**config.mk**
```make
export PLATFORM = sky130hd
export DESIGN_NAME = rca_bist_controller_flat
export DESIGN_NICKNAME = d
export VERILOG_FILES = /design/src/rtl/rca_bist_pkg.sv /design/src/rtl/rca_bist_controller_if.sv /design/src/rtl/rca_golden_check.sv /design/src/rtl/rca_bist_controller.sv /design/src/flat_wrapper.sv
export SDC_FILE = /design/constraint.sdc
export NUM_CORES = 1
export LEC_CHECK = 0
export ABC_AREA = 1
export CAP_MARGIN = 20
export CORE_AREA = 5 5 76 78
export CTS_CLUSTER_SIZE = 40
export DETAILED_ROUTE_END_ITERATION = 10
export DIE_AREA = 0 0 81 83
export GPL_TIMING_DRIVEN = 0
export MAX_ROUTING_LAYER = met4
export PLACE_DENSITY = 0.71
export SYNTH_ARGS = -nofsm -noshare
export SYNTH_HDL_FRONTEND = slang
export SYNTH_SLANG_ARGS = --single-unit
```
**constraint.sdc**
```tcl
create_clock -name clk -period 3.45 [get_ports clk]
set_clock_uncertainty 0.2 [all_clocks]
set_input_delay 1.035 -clock clk [delete_from_list [all_inputs] [get_ports clk]]
set_output_delay 1.035 -clock clk [all_outputs]
set_load 0.02 [all_outputs]
```
**src/rtl/rca_bist_pkg.sv**
```systemverilog
// Shared types and sizing helpers for the ripple-carry adder BIST controller.
package rca_bist_pkg;

  typedef enum logic [1:0] {
    IDLE  = 2'd0,
    APPLY = 2'd1,
    CHECK = 2'd2,
    DONE  = 2'd3
  } bist_state_t;

  localparam int unsigned DEF_WIDTH = 4;

  function automatic int unsigned vec_w(input int unsigned width);
    return 2 * width + 1;
  endfunction

  function automatic int unsigned cnt_w(input int unsigned width);
    return 2 * width + 2;
  endfunction

  localparam int unsigned VEC_W   = vec_w(DEF_WIDTH);
  localparam int unsigned CNT_W   = cnt_w(DEF_WIDTH);
  localparam int unsigned CNT_MAX = (1 << CNT_W) - 1;

endpackage

```
**src/rtl/rca_bist_controller_if.sv**
```systemverilog
// Adder-facing operand/result bus plus run control and status of the BIST controller.
interface rca_bist_controller_if #(parameter int WIDTH = 4) ();
  logic                 start;
  logic [WIDTH-1:0]     sum;
  logic                 cout;
  logic [WIDTH-1:0]     a;
  logic [WIDTH-1:0]     b;
  logic                 cin;
  logic                 busy;
  logic                 done;
  logic                 pass;
  logic                 error;
  logic [2*WIDTH+1:0]   err_cnt;
  logic                 fail_valid;
  logic [2*WIDTH:0]     fail_vec;

  modport master (
    input  start, sum, cout,
    output a, b, cin, busy, done, pass, error, err_cnt, fail_valid, fail_vec
  );

  modport slave (
    output start, sum, cout,
    input  a, b, cin, busy, done, pass, error, err_cnt, fail_valid, fail_vec
  );
endinterface

```
**src/rtl/rca_golden_check.sv**
```systemverilog
// Combinational golden model: flags when the adder's {cout, sum} differs from a+b+cin.
module rca_golden_check #(
  parameter int WIDTH = 4
) (
  input  logic [WIDTH-1:0] a,
  input  logic [WIDTH-1:0] b,
  input  logic             cin,
  input  logic [WIDTH-1:0] sum,
  input  logic             cout,
  output logic             mismatch
);
  logic [WIDTH:0] expected;

  assign expected = {1'b0, a} + {1'b0, b} + {{WIDTH{1'b0}}, cin};
  assign mismatch = (expected != {cout, sum});
endmodule

```
**src/rtl/rca_bist_controller.sv**
```systemverilog
// Exhaustive {cin, b, a} sweep of an external adder with pass/fail, error count and first-fail capture.
// Optional RCA_BIST_STOP_ON_FAIL_EN ends the run at the first mismatching vector.
module rca_bist_controller
  import rca_bist_pkg::*;
#(
  parameter int WIDTH  = 4,
  parameter int SETTLE = 1
) (
  input  logic                  clk,
  input  logic                  rst,
  rca_bist_controller_if.master bus
);
  // state | meaning
  // IDLE  | waiting for start, results cleared
  // APPLY | vector driven, settle counter running
  // CHECK | adder output compared against golden sum
  // DONE  | verdict held until next start
  localparam int VW = vec_w(WIDTH);
  localparam int CW = cnt_w(WIDTH);
  localparam int SW = (SETTLE > 1) ? $clog2(SETTLE) : 1;
  localparam logic [SW-1:0] SETTLE_RELOAD = SW'(SETTLE - 1);

  bist_state_t    state, state_nxt;
  logic [VW-1:0]  vec;
  logic [SW-1:0]  settle_cnt;
  logic [CW-1:0]  err_cnt;
  logic           fail_valid;
  logic [VW-1:0]  fail_vec;
  logic           error_q;
  logic           mismatch;
  logic           last_vec;

  assign last_vec = &vec;

  rca_golden_check #(.WIDTH(WIDTH)) u_check (
    .a        (vec[WIDTH-1:0]),
    .b        (vec[2*WIDTH-1:WIDTH]),
    .cin      (vec[2*WIDTH]),
    .sum      (bus.sum),
    .cout     (bus.cout),
    .mismatch (mismatch)
  );

  always_ff @(posedge clk or posedge rst) begin
    if (rst) state <= IDLE;
    else     state <= state_nxt;
  end

  always_comb begin
    state_nxt = state;
    case (state)
      IDLE:  if (bus.start) state_nxt = APPLY;
      APPLY: if (settle_cnt == '0) state_nxt = CHECK;
      CHECK: begin
        if (last_vec) state_nxt = DONE;
        else          state_nxt = APPLY;
`ifdef RCA_BIST_STOP_ON_FAIL_EN
        if (mismatch) state_nxt = DONE;
`endif
      end
      DONE:  if (bus.start) state_nxt = APPLY;
      default: state_nxt = IDLE;
    endcase
  end

  always_ff @(posedge clk or posedge rst) begin
    if (rst) begin
      vec        <= '0;
      settle_cnt <= '0;
      err_cnt    <= '0;
      fail_valid <= 1'b0;
      fail_vec   <= '0;
      error_q    <= 1'b0;
    end else begin
      error_q <= 1'b0;
      case (state)
        IDLE: begin
          vec        <= '0;
          err_cnt    <= '0;
          fail_valid <= 1'b0;
          fail_vec   <= '0;
          settle_cnt <= SETTLE_RELOAD;
        end
        APPLY: begin
          if (settle_cnt != '0) settle_cnt <= settle_cnt - SW'(1);
        end
        CHECK: begin
          if (mismatch) begin
            error_q <= 1'b1;
            if (err_cnt != '1) err_cnt <= err_cnt + CW'(1);
            if (!fail_valid) begin
              fail_valid <= 1'b1;
              fail_vec   <= vec;
            end
          end
          // vector outputs only move on the edge that returns to APPLY
          if (state_nxt == APPLY) begin
            vec        <= vec + VW'(1);
            settle_cnt <= SETTLE_RELOAD;
          end
        end
        DONE: begin
          if (bus.start) begin
            vec        <= '0;
            err_cnt    <= '0;
            fail_valid <= 1'b0;
            fail_vec   <= '0;
            settle_cnt <= SETTLE_RELOAD;
          end
        end
        default: ;
      endcase
    end
  end

  assign bus.a          = vec[WIDTH-1:0];
  assign bus.b          = vec[2*WIDTH-1:WIDTH];
  assign bus.cin        = vec[2*WIDTH];
  assign bus.busy       = (state == APPLY) || (state == CHECK);
  assign bus.done       = (state == DONE);
  assign bus.pass       = (state == DONE) && (err_cnt == '0);
  assign bus.error      = error_q;
  assign bus.err_cnt    = err_cnt;
  assign bus.fail_valid = fail_valid;
  assign bus.fail_vec   = fail_vec;
endmodule

```
**src/flat_wrapper.sv**
```systemverilog
// flat-port wrapper written by rule: the top's interface ports become plain ports
module rca_bist_controller_flat import rca_bist_pkg::*;
#(
  parameter int WIDTH  = 4,
  parameter int SETTLE = 1
)
  (clk, rst, bus_start, bus_sum, bus_cout, bus_a, bus_b, bus_cin, bus_busy, bus_done, bus_pass, bus_error, bus_err_cnt, bus_fail_valid, bus_fail_vec);
  rca_bist_controller_if #(.WIDTH(WIDTH)) bus_i ();
  input  logic clk;
  input  logic rst;
  input wire logic [$bits(bus_i.start)-1:0] bus_start;
  input wire logic [$bits(bus_i.sum)-1:0] bus_sum;
  input wire logic [$bits(bus_i.cout)-1:0] bus_cout;
  output wire logic [$bits(bus_i.a)-1:0] bus_a;
  output wire logic [$bits(bus_i.b)-1:0] bus_b;
  output wire logic [$bits(bus_i.cin)-1:0] bus_cin;
  output wire logic [$bits(bus_i.busy)-1:0] bus_busy;
  output wire logic [$bits(bus_i.done)-1:0] bus_done;
  output wire logic [$bits(bus_i.pass)-1:0] bus_pass;
  output wire logic [$bits(bus_i.error)-1:0] bus_error;
  output wire logic [$bits(bus_i.err_cnt)-1:0] bus_err_cnt;
  output wire logic [$bits(bus_i.fail_valid)-1:0] bus_fail_valid;
  output wire logic [$bits(bus_i.fail_vec)-1:0] bus_fail_vec;
  assign bus_i.start = bus_start;
  assign bus_i.sum = bus_sum;
  assign bus_i.cout = bus_cout;
  assign bus_a = bus_i.a;
  assign bus_b = bus_i.b;
  assign bus_cin = bus_i.cin;
  assign bus_busy = bus_i.busy;
  assign bus_done = bus_i.done;
  assign bus_pass = bus_i.pass;
  assign bus_error = bus_i.error;
  assign bus_err_cnt = bus_i.err_cnt;
  assign bus_fail_valid = bus_i.fail_valid;
  assign bus_fail_vec = bus_i.fail_vec;
  rca_bist_controller #(.WIDTH(WIDTH), .SETTLE(SETTLE)) u_core (.clk(clk), .rst(rst), .bus(bus_i));
endmodule
```
==> impl_metrics.env, run 1 <==
export IMPL_fin_cells=406
export IMPL_cts_tree="built"
export IMPL_core_area_sq_um=5010
export IMPL_power_density_nw_per_um2=536
export IMPL_port_buffers=40
export IMPL_die_area_sq_um=6720
export IMPL_period_minus_slack_ps=3250
export IMPL_min_path_type="reg -> reg"
export IMPL_cts_resized=0
export IMPL_cts_root_buf="clkbuf_8"
export IMPL_synthTopCellsByCount="nand2_1 (57), inv_1 (40), nand3_1 (38)"
export IMPL_netlist_instances=287
export IMPL_wl_per_cell_um=13.4
export IMPL_holdPathStages=2
export IMPL_routed_via_density=5.07
export IMPL_reg2reg_depth=10
export IMPL_final_layout_size_suffix_gt1_share_pct=13.4
export IMPL_avgSynthCellArea_sq_um=7.66
export IMPL_end_kind="output port"
export IMPL_dpl_cell_count=398
export IMPL_synth_cell_types=31
export IMPL_period_share_pct=94.1
export IMPL_ios=41
export IMPL_synth_area_top_cells="dfrtp_1 (36%), nand2_1 (9.7%), nand3_1 (8.6%)"
export IMPL_multi_input_area_sq_um=1190
export IMPL_dieHeight_um=83
export IMPL_final_setup_worst_slack_ps=205
export IMPL_ys_flop_type="dfrtp_1"
export IMPL_regArea_sq_um=801
export IMPL_dpl_hpwl_um=4080
export IMPL_relSlewSlack_pct=53.9
export IMPL_synth_top_area_share_pct=36.4
export IMPL_nets=355
export IMPL_yosysWarnings=0
export IMPL_hold_path_end="u_core.bus.fail_vec[3]"
export IMPL_r2r_start="u_core.vec[0]"
export IMPL_place_ws_ps=523
export IMPL_max_freq_ghz=0.308
export IMPL_worstReg2RegEnd="u_core.bus.fail_vec[5]"
export IMPL_crit_path_start="u_core.bus.err_cnt[0]"
export IMPL_setup_viol=0
export IMPL_yosys_register_bits=32
export IMPL_synth_most_common_cell="nand2_1"
export IMPL_cts_sinks=32
export IMPL_critPathLaunchType="register"
export IMPL_cp_top_family="buffers and inverters"
export IMPL_start_util_pct=43.9
export IMPL_clock_path_buffers=2
export IMPL_tightest_slew_ps=690
export IMPL_outcome="complete, no violations"
export IMPL_postRouteAntennaNets=0
export IMPL_grt_overflow_total=0
export IMPL_maxCapViolations=0
export IMPL_hold_violations=0
export IMPL_power_leakage_nw=1.35
export IMPL_synth_nets=307
export IMPL_ir_drop_mv=0.298
export IMPL_place_gp_congestion=0.923
export IMPL_post_cts_setup_buffers=0
export IMPL_syn_area_sq_um=2200
export IMPL_fin_tns_setup_ps=0
export IMPL_grt_use_total_pct=18.5
export IMPL_first_pass_iters=4
export IMPL_cp_cell_sequence="inv_1 > ha_1 > nand3_1 > nor4_1 > clkdlybuf4s50_1"
export IMPL_critPathMaxStageDelay_ps=650
export IMPL_dr_total_vias=2058
export IMPL_grt_max_degree=19
export IMPL_antenna_found_initial=0
export IMPL_dr_first_iter_drc_count=123
export IMPL_synth_top_cell_by_area="dfrtp_1"
export IMPL_stdcell_area_sq_um=2820
export IMPL_n_fill_cell=493
export IMPL_area_growth_pct=28.3
export IMPL_synth_seq_area_share_pct=36.4
export IMPL_drc=0
export IMPL_diodes=0
export IMPL_finalMaxSlewViolations=0
export IMPL_grt_pass1_vias=2022
export IMPL_timing_reg2reg_setup_slack_ps=770
export IMPL_clk_pin_slew_ps=70
export IMPL_insertion_delay_ps=290
export IMPL_htreeDepth=2
export IMPL_synth_edf_count=0
export IMPL_grt_pass1_wl_um=9580
export IMPL_required_ps=2210
export IMPL_finalWirelength_um=5440
export IMPL_cp_arrival_ps=2010
export IMPL_num_rows=26
export IMPL_min_from="u_core.bus.fail_vec[3]"
export IMPL_slowest_stage="clkdlybuf4s50_1"
export IMPL_cts_hold_fix_buffers=0
export IMPL_synthArstFlopShare_pct=100
export IMPL_critPathKind="reg -> out"
export IMPL_cts_buffers_inserted=5
export IMPL_die_x_um=81
export IMPL_cp_max_fo=8
export IMPL_rsz0062_at_grt="false"
export IMPL_critical_path_buf_inv_count=2
export IMPL_postPlaceCellArea_sq_um=2720
[cell type report]
cell class / instances / share of cell area (%)
timing repair buffer: 41 / 15.2
tap: 70 / 3.10
sequential: 32 / 28.4
multi-input combinational: 203 / 42.0
clock inverter: 2 / 1.24
buffer: 8 / 1.68
clock buffer: 6 / 2.57
inverter: 44 / 5.85
[metrics by stage]
stage	total power [mW]	hold slack, ps	utilization [%]
floorplan	0.927	382	-
global placement	1.14	289	53.6
detailed placement	1.16	290	54.2
CTS	1.53	310	56.3
global route	1.63	351	56.3
finish	1.51	306	56.3
[worst max path at each step]
stage | slack [ps] | cells past startpoint | to
CTS | 200 | 5 | bus_pass
finish | 200 | 5 | bus_pass
detailed placement | 520 | 5 | bus_pass
global route | 30 | 5 | bus_pass
floorplan | 700 | 3 | bus_pass
global placement | 560 | 5 | bus_pass
[metal layers]
layer,up-vias,share of wire [%],track usage (%)
met5,-,0,-
met4,0,1.6,6.76
met3,9,5.4,3.35
met2,60,47,26.9
met1,951,46,25.6
li1,1038,-,-
[power by group]
part           switching (mW)  internal, mW
sequential             0.0436         0.411
clock                   0.148         0.214
combinational           0.466         0.230
total                   0.658         0.856
[cells in the final DEF (no fill, tap or decap), types with 3 or more instances in the layout]
cell type | Yosys | layout
nor2_1 | 25 | 25
nand2_2 | 7 | 7
nor3_1 | 5 | 5
xor2_1 | 3 | 3
nand3_2 | 11 | 11
o21ai_0 | 10 | 10
nand2_1 | 57 | 57
ha_1 | 10 | 10
clkdlybuf4s50_1 | 0 | 40
dfrtp_1 | 32 | 32
nand3_1 | 38 | 38
inv_1 | 40 | 40
clkbuf_1 | 3 | 4
clkbuf_8 | 0 | 5
nand4_1 | 15 | 15
inv_2 | 4 | 4
a21oi_1 | 4 | 4
[flip-flops by register name, indices dropped and copies added (netlist names)]
register and flops:
u_core.vec 9, u_core.bus.fail_valid 1, u_core.bus.fail_vec 9, u_core.bus.err_cnt 10, u_core.bus.error 1, u_core.state 2
[worst register-to-register path: cells and delay by family, from the launching register on]
| kind | cells | cell delay [ps] |
|---|---|---|
| XOR/XNOR | 1 | 160 |
| adder cells (fa/ha/maj) | 2 | 800 |
| buffers and inverters | 2 | 230 |
| flip-flops | 1 | 430 |
| AND/OR/NAND/NOR | 5 | 740 |
[cell families after synthesis]
family | Yosys count | share of synthesized area, %
compound gates | 18 | 5.01
xor+xnor | 4 | 1.59
fa+ha+maj | 12 | 7.51
buf+inv | 52 | 9.67
simple gates | 169 | 39.8
flops | 32 | 36.4
Power figures use the tool's default switching activity.
==> run 2: changes to the inputs <==
--- a/config.mk
+++ b/config.mk
@@ -12,6 +12,7 @@
 export DETAILED_ROUTE_END_ITERATION = 10
 export DIE_AREA = 0 0 81 83
 export GPL_TIMING_DRIVEN = 0
+export HOLD_SLACK_MARGIN = 0.06
 export MAX_ROUTING_LAYER = met4
 export PLACE_DENSITY = 0.71
 export SYNTH_ARGS = -nofsm -noshare
==> results of run 2 <==
Final layout, timing and power as in run 1 (identical DEF).
==> run 3: changes to the inputs <==
--- a/config.mk
+++ b/config.mk
@@ -8,7 +8,7 @@
 export ABC_AREA = 1
 export CAP_MARGIN = 20
 export CORE_AREA = 5 5 76 78
-export CTS_CLUSTER_SIZE = 40
+export CTS_CLUSTER_SIZE = 16
 export DETAILED_ROUTE_END_ITERATION = 10
 export DIE_AREA = 0 0 81 83
 export GPL_TIMING_DRIVEN = 0
==> constraint.sdc (replaced) <==
create_clock -name clk -period 3.84 [get_ports clk]
set_clock_uncertainty 0.2 [all_clocks]
set_input_delay 1.152 -clock clk [delete_from_list [all_inputs] [get_ports clk]]
set_output_delay 1.152 -clock clk [all_outputs]
set_load 0.02 [all_outputs]
==> results of run 3 <==
The final DEF is identical to that of run 1. Status: complete, no violations.
Among the figures that moved: setup slack after placement 523 ps -> 796 ps; setup slack after layout 205 ps -> 478 ps; register-to-register setup slack 770 ps -> 1160 ps; total power 1.51 mW -> 1.36 mW; worst IR drop on VDD 0.298 mV -> 0.268 mV
